**src/rtl/a2d_spi_pots.sv**
```systemverilog
// Behavioural SPI slave modelling an 8-channel 12-bit A2D with six pot inputs.
// Optional macro A2D_CMD_CHECK_EN: malformed command frames convert to 12'hBAD.
module a2d_spi_pots #(
    parameter logic [2:0] CH_LP  = 3'd1,
    parameter logic [2:0] CH_B1  = 3'd0,
    parameter logic [2:0] CH_B2  = 3'd4,
    parameter logic [2:0] CH_B3  = 3'd2,
    parameter logic [2:0] CH_HP  = 3'd3,
    parameter logic [2:0] CH_VOL = 3'd7
) (
    input  logic        clk,
    input  logic        rst,
    input  logic        SS_n,
    input  logic        SCLK,
    input  logic        MOSI,
    output logic        MISO,
    input  logic [11:0] LP,
    input  logic [11:0] B1,
    input  logic [11:0] B2,
    input  logic [11:0] B3,
    input  logic [11:0] HP,
    input  logic [11:0] VOL
);

    localparam logic [4:0] FRAME_BITS = 5'd16;

    // Two-flop synchronisers plus one delayed copy for edge detection.
    logic ss_meta_q,   ss_meta_d,   ss_sync_q,   ss_sync_d,   ss_prev_q,   ss_prev_d;
    logic sclk_meta_q, sclk_meta_d, sclk_sync_q, sclk_sync_d, sclk_prev_q, sclk_prev_d;
    logic mosi_meta_q, mosi_meta_d, mosi_sync_q, mosi_sync_d;

    logic [15:0] rx_q, rx_d;
    logic [15:0] tx_q, tx_d;
    logic [4:0]  bit_cnt_q, bit_cnt_d;
    logic [2:0]  ch_q, ch_d;
    logic [11:0] result_q, result_d;
    logic        conv_pend_q, conv_pend_d;
    logic        bad_pend_q, bad_pend_d;

    logic        ss_fall, ss_rise, sclk_rise, sclk_fall;
    logic        cmd_invalid;
    logic [11:0] pot_val;

    assign ss_fall   = ss_prev_q & ~ss_sync_q;
    assign ss_rise   = ~ss_prev_q & ss_sync_q;
    assign sclk_rise = ~sclk_prev_q & sclk_sync_q;
    assign sclk_fall = sclk_prev_q & ~sclk_sync_q;

`ifdef A2D_CMD_CHECK_EN
    assign cmd_invalid = (rx_q[15:14] != 2'b00) || (rx_q[10:0] != 11'h000);
`else
    logic cmd_bits_unused;
    assign cmd_invalid     = 1'b0;
    assign cmd_bits_unused = rx_q[15];
`endif

    // Nothing is driven once the frame has delivered all 16 bits.
    assign MISO = ~ss_sync_q & (bit_cnt_q != FRAME_BITS) & tx_q[15];

    always_comb begin
        pot_val = 12'h000;
        if (ch_q == CH_VOL) pot_val = VOL;
        if (ch_q == CH_HP)  pot_val = HP;
        if (ch_q == CH_B3)  pot_val = B3;
        if (ch_q == CH_B2)  pot_val = B2;
        if (ch_q == CH_B1)  pot_val = B1;
        if (ch_q == CH_LP)  pot_val = LP;
    end

    always_comb begin
        // NOTE: every _d gets a default first so no path leaves it unassigned (no latches).
        ss_meta_d   = SS_n;
        ss_sync_d   = ss_meta_q;
        ss_prev_d   = ss_sync_q;
        sclk_meta_d = SCLK;
        sclk_sync_d = sclk_meta_q;
        sclk_prev_d = sclk_sync_q;
        mosi_meta_d = MOSI;
        mosi_sync_d = mosi_meta_q;
        rx_d        = rx_q;
        tx_d        = tx_q;
        bit_cnt_d   = bit_cnt_q;
        ch_d        = ch_q;
        result_d    = result_q;
        conv_pend_d = 1'b0;
        bad_pend_d  = 1'b0;

        if (ss_fall) begin
            bit_cnt_d = 5'd0;
            rx_d      = 16'h0000;
            tx_d      = {4'h0, result_q};
        end else if (!ss_sync_q) begin
            if (sclk_rise && bit_cnt_q != FRAME_BITS) begin
                rx_d      = {rx_q[14:0], mosi_sync_q};
                bit_cnt_d = bit_cnt_q + 5'd1;
            end
            if (sclk_fall) begin
                tx_d = {tx_q[14:0], 1'b0};
            end
        end

        // Channel is captured at frame end; the pot is sampled one clk later.
        if (ss_rise && bit_cnt_q == FRAME_BITS) begin
            if (cmd_invalid) begin
                bad_pend_d = 1'b1;
            end else begin
                ch_d        = rx_q[13:11];
                conv_pend_d = 1'b1;
            end
        end

        if (conv_pend_q) result_d = pot_val;
        if (bad_pend_q)  result_d = 12'hBAD;
    end

    // NOTE: sequential state uses non-blocking assignments only.
    always_ff @(posedge clk or posedge rst) begin
        if (rst) begin
            ss_meta_q   <= 1'b1;
            ss_sync_q   <= 1'b1;
            ss_prev_q   <= 1'b1;
            sclk_meta_q <= 1'b0;
            sclk_sync_q <= 1'b0;
            sclk_prev_q <= 1'b0;
            mosi_meta_q <= 1'b0;
            mosi_sync_q <= 1'b0;
            rx_q        <= 16'h0000;
            tx_q        <= 16'h0000;
            bit_cnt_q   <= 5'd0;
            ch_q        <= 3'd0;
            result_q    <= 12'h000;
            conv_pend_q <= 1'b0;
            bad_pend_q  <= 1'b0;
        end else begin
            ss_meta_q   <= ss_meta_d;
            ss_sync_q   <= ss_sync_d;
            ss_prev_q   <= ss_prev_d;
            sclk_meta_q <= sclk_meta_d;
            sclk_sync_q <= sclk_sync_d;
            sclk_prev_q <= sclk_prev_d;
            mosi_meta_q <= mosi_meta_d;
            mosi_sync_q <= mosi_sync_d;
            rx_q        <= rx_d;
            tx_q        <= tx_d;
            bit_cnt_q   <= bit_cnt_d;
            ch_q        <= ch_d;
            result_q    <= result_d;
            conv_pend_q <= conv_pend_d;
            bad_pend_q  <= bad_pend_d;
        end
    end

endmodule

```
**config.mk**
```make
export PLATFORM = sky130hd
export DESIGN_NAME = a2d_spi_pots
export DESIGN_NICKNAME = d
export VERILOG_FILES = /design/src/rtl/a2d_spi_pots.sv
export SDC_FILE = /design/constraint.sdc
export NUM_CORES = 1
export LEC_CHECK = 0
export ABC_AREA = 0
export CAP_MARGIN = 20
export CORE_ASPECT_RATIO = 0.7
export CORE_MARGIN = 2
export CORE_UTILIZATION = 40
export CTS_BUF_LIST = sky130_fd_sc_hd__clkbuf_4
export DETAILED_ROUTE_END_ITERATION = 16
export PLACE_DENSITY = 0.68
export SYNTH_ARGS = -nofsm -noshare
export SYNTH_HDL_FRONTEND = slang
export SYNTH_SLANG_ARGS = --single-unit
```
**constraint.sdc**
```tcl
create_clock -name clk -period 2.2 [get_ports clk]
set_input_delay 0.33 -clock clk [delete_from_list [all_inputs] [get_ports clk]]
set_output_delay 0.33 -clock clk [all_outputs]
set_load 0.1 [all_outputs]
```
Word-level counts from Yosys, hierarchy flattened
Cells that the tools add are included.
{ "op_classes": {"eq_ne": 8, "add_sub_neg": 1, "reduce_logical": 7, "bitwise": 10, "n_mux": 17} }
{ "ops": {"columns": ["cell", "count"], "rows": [
  ["two-way mux 12 bit", 7],
  ["two-way mux 16 bit", 3],
  ["two-way mux 14 bit", 3],
  ["two-way mux 5 bit", 3],
  ["AND 1 bit", 6],
  ["equality test 3 x 2 -> 1 bit, second input constant", 2],
  ["equality test 3 bit, second input constant", 2],
  ["adder 5 x 1 -> 5 bit, second input constant", 1],
  ["equality test 5 bit, second input constant", 1],
  ["!= test 5 bit, second input constant", 1],
  ["inverter 1 bit", 4],
  ["AND reduction 2 bit", 2],
  ["nonzero test 2 bit", 2],
  ["equality test 3 x 1 -> 1 bit, second input constant", 1],
  ["logical NOT 3 bit", 1],
  ["logical AND 1 bit", 2],
  ["!= test 2 x 1 -> 1 bit, second input constant", 1],
  ["two-way mux 1 bit", 1]
]} }
{ "word_totals": {"ff_bits": 59, "elab_cells": 57, "inputBits": 77, "out_inout_bits": 1} }

Longest topological paths before layout
{ "depth": {"ltp_word": 8, "mapped_depth": 7, "ltp_nobuf": 5} }

Worst setup path before layout
OpenSTA, ideal clock, no wires.
{ "synth_timing": {"kind": "register to output", "from": "register bit_cnt_q[0]", "to": "output MISO", "path_slack_ns": -1.398, "t_arrival_ns": 3.268, "n_path_buf": 1, "stages_incl_launch_ff": 6, "t_required_ns": 1.870, "cell_sequence": "dfrtp_1 -> inv_1 -> ha_1 -> and4bb_2 -> clkbuf_1 -> nor3b_1"} }
{ "synth_via": {"elab_chain_len": 3} }
{ "synth_lines": {"columns": ["element", "line_no", "source"], "rows": [
  ["start: declaration", "34", "logic [4:0] bit_cnt_q, bit_cnt_d;"],
  ["start signal: assignment", "145", "bit_cnt_q <= bit_cnt_d;"],
  ["!= test 5 bit", "58", "assign MISO = ~ss_sync_q & (bit_cnt_q != FRAME_BITS) & tx_q[15];"],
  ["AND 1 bit (2 in a row)", "58", null],
  ["end: declaration", "16", "output logic MISO,"]
]} }
Every way passes these cells.

Final worst setup path
Same ends and word-level chain as after synthesis.

==> impl_results.md <==
* P_leak at 0.00166 µW
* Drt first-iter violations at 125
* Drt via density at 5.41
* Worst Hold Class: primary input to async pin
* Placer Congestion at 0.751
* Post-layout nets at 457
* Sequential area share after synthesis at 49.0%
* Slew margin rel. at 55.9%
* R2R depth at 6
* CP bufs+invs at 2
* Max cap viols at 0
* Clock latency on the worst-skew pair at 0.41 ns
* Most frequent cells in the layout: 76 x clkdlybuf4s50_1, 56 x dfrtp_1, 29 x o21ai_0
* Critical Path End Type: output port
* Worst setup SP type: flip-flop
* Routed WL per cell at 15.0 µm
* Dpl ws at 0.360 ns
* Outcome: complete, no violations
* Least-Margin Pin Slew at 0.660 ns
* Critical-path cell list: inv_1, ha_2, and4bb_4, nor3b_4, buf_12
* Met3 usage at 6.12%
* PnR worst setup slack at 0.137 ns
* Chip height at 76.7 µm
* Max FO, Critical Path at 5
* Site Rows at 26
* Max Clock Freq at 485 MHz
* Setup violations, final at 0
* Antenna Cells at 0
* Core Area at 7320 µm²
* Flop2flop setup slack at 0.45 ns
* Mapped Area at 3020 µm²
* Antenna Violating Nets Remaining at 0
* GRT Max-Usage Layer: met2
* CTS tree: yes
* Die outline width at 108 µm
* DRC viols at 0
* Max IR drop VDD at 0.257 mV
* Mapped Cells at 295
* Overall via count from detail_route at 2600
* CTS Sinks at 59
* Final Cycle Share at 93.8%
* Max Root-Sink Buffers at 2
* Ranking of synthesized cells by area: dfrtp_1 46%, mux2_2 8.9%, o21ai_0 4.8%
* Crit-path max cell delay at 0.40 ns
* Commonest non-fill, non-tap cell in the layout: clkdlybuf4s50_1
* Worst EP arrival at 1.73 ns
* Overall global routing resource usage at 18.6%
* Setup TNS at 0 ns
* CTS root buf: clkbuf_4
* Final hold viol count at 0
* Num CTS Buffers at 9
* Worst Path Required at 1.87 ns
* Minimum clock period at 2.06 ns
* Pwr dens at 504 nW/µm²
* Initial antenna violation count at 0
* Min Hold Slack at 0.265 ns
* Synth unique cells at 42
* Global route overflow at 0
* Worst r2r dst: ch_q[0]$_DFFE_PP0P_
* H-tree Lvls at 3
* Reg clk slew, reported paths at 0.09 ns
* Core Util, Final at 55.9%
* CP Class: flip-flop to output port
* Pre-Repair DR Iteration Count at 4
* Clk_skew at 0.00885 ns
* Synth Net Count at 374
* WL final at 7230 µm
* Vias in the first global route at 2546
* Slowest-stage cell, CP: dfrtp_1
* IO Pins at 78
* Share of the synthesized area in the top cell type at 46.4%
* First-pass GRT wire length at 12000 µm
* Initial Utilization at 41.3%
* Cell family with most CP delay: simple AND/OR/NAND/NOR gates
* Full die area at 8280 µm²
* Met1 Usage GRT at 25.9%
* GRT met2 Usage at 27.1%
* Mean Syn Cell Area at 10.2 µm²
* Flops & latches, synth at 59
* Post-DP HPWL at 5200 µm
* Area Growth Syn to Fin at 35.4%
* Dominant cell type by area after synthesis: dfrtp_1
* Yosys warning total at 0
* RSZ-0062 raised after global routing: false
* Critical R2R Launch: bit_cnt_q[0]$_DFFE_PP0P_
* Share of layout cells above drive strength 1 at 18.0%
* CTS Hold Buffers Added at 0
* Buffers on Ports at 77
* Final Max Slew Viols at 0
* Largest net degree at the start of global routing at 60
## cell families (layout without fill, tap and decap cells)
logic type	count (synthesis)	count (layout)	synth area share (%)
mux	27	27	9.94
buf+inv	30	118	4.26
flops	59	59	49.0
fa+ha+maj	2	2	0.828
compound gates	95	95	20.2
simple gates	82	82	15.7
## synth_stat cells
| library cell | number |
|---|---|
| nand2_1 | 13 |
| dfstp_2 | 3 |
| a21o_1 | 1 |
| a22o_1 | 1 |
| ha_1 | 2 |
| a221oi_1 | 9 |
| dfrtp_1 | 56 |
| nor2b_1 | 12 |
| buf_2 | 7 |
| and3_1 | 3 |
| buf_6 | 1 |
| o2111ai_1 | 3 |
| o22a_1 | 3 |
| mux2i_1 | 3 |
| o221ai_1 | 3 |
| a32o_1 | 1 |
| o21ai_0 | 29 |
| nand2b_1 | 3 |
| or3_1 | 3 |
| and2_1 | 1 |
| or3b_4 | 1 |
| a211oi_1 | 14 |
| clkinv_1 | 1 |
| o22ai_1 | 9 |
| and2_0 | 1 |
| mux2_2 | 24 |
| nand3b_1 | 1 |
| and4bb_2 | 1 |
| nor3b_1 | 1 |
| nand4_1 | 2 |
| nor2_1 | 5 |
| a21oi_2 | 1 |
| o311ai_0 | 2 |
| a21oi_1 | 19 |
| nor3b_2 | 2 |
| nand3_1 | 20 |
| inv_1 | 8 |
| clkbuf_1 | 11 |
| buf_1 | 2 |
| nor3_1 | 9 |
| nand4bb_1 | 3 |
| or3b_2 | 1 |
## through the flow
stage,total power (µW),cells,area [µm²]
final,2060,481,4090
after global routing,2160,481,4090
after CTS,2080,475,4050
after detailed placement,1440,459,3930
after global placement,1430,459,3930
after floorplan,1270,295,3050
## layer usage
metal	wire length (µm)	share of wire, %	up-vias
li1	-	-	1278
met5	0	0	-
met1	3470	48	1232
met3	428	5.9	16
met2	3210	44	74
met4	119	1.6	0
## worst max-delay path by stage
| stage | cells past startpoint | slack [ns] | startpoint | end |
|---|---|---|---|---|
| after floorplan | 5 | 0.01 | bit_cnt_q[0]$_DFFE_PP0P_ | MISO |
| after global routing | 5 | 0.05 | bit_cnt_q[0]$_DFFE_PP0P_ | MISO |
| after detailed placement | 5 | 0.36 | bit_cnt_q[0]$_DFFE_PP0P_ | ch_q[0]$_DFFE_PP0P_ |
| after global placement | 5 | 0.47 | bit_cnt_q[0]$_DFFE_PP0P_ | MISO |
| after CTS | 5 | 0.04 | bit_cnt_q[0]$_DFFE_PP0P_ | MISO |
| final | 5 | 0.14 | bit_cnt_q[0]$_DFFE_PP0P_ | MISO |
## state kept, by name, indices dropped and copies added, names as in the netlist
| name | cells |
|---|---|
| bit_cnt_q | 5 |
| ch_q | 3 |
| conv_pend_q | 1 |
| mosi_meta_q | 1 |
| mosi_sync_q | 1 |
| result_q | 12 |
| rx_q | 14 |
| sclk_meta_q | 1 |
| sclk_prev_d | 1 |
| sclk_prev_q | 1 |
| ss_meta_q | 1 |
| ss_prev_d | 1 |
| ss_prev_q | 1 |
| tx_q | 16 |
## area by class of cell
type                    count  area [µm²]
fillers                   674        3230
flip-flops and latches     59        1480
multi-input cells         206        1430
repair buffers             93         913
well taps                  98         123
clock buffers              12        90.1
inverters                   9        33.8
clock inverters             4        18.8
## report_power, final
| group | internal [µW] | switching [µW] |
|---|---|---|
| Clock | 261 | 370 |
| Combinational | 186 | 103 |
| Sequential | 1120 | 22.2 |
| Total | 1570 | 496 |
## worst min-delay path: stages
cell and delay, ns:
clkdlybuf4s50_1 0.41, inv_2 0.07, buf_12 0.26
## what timing repair did
item / 4_1_cts / 5_1_grt
pin swaps: 0 / 1
gates cloned: 0 / 0
gates resized for setup: 1 / 0
buffers inserted: 0 / 6
endpoints found under the setup margin: 1 / 1
(Power assumes the default switching activity.)
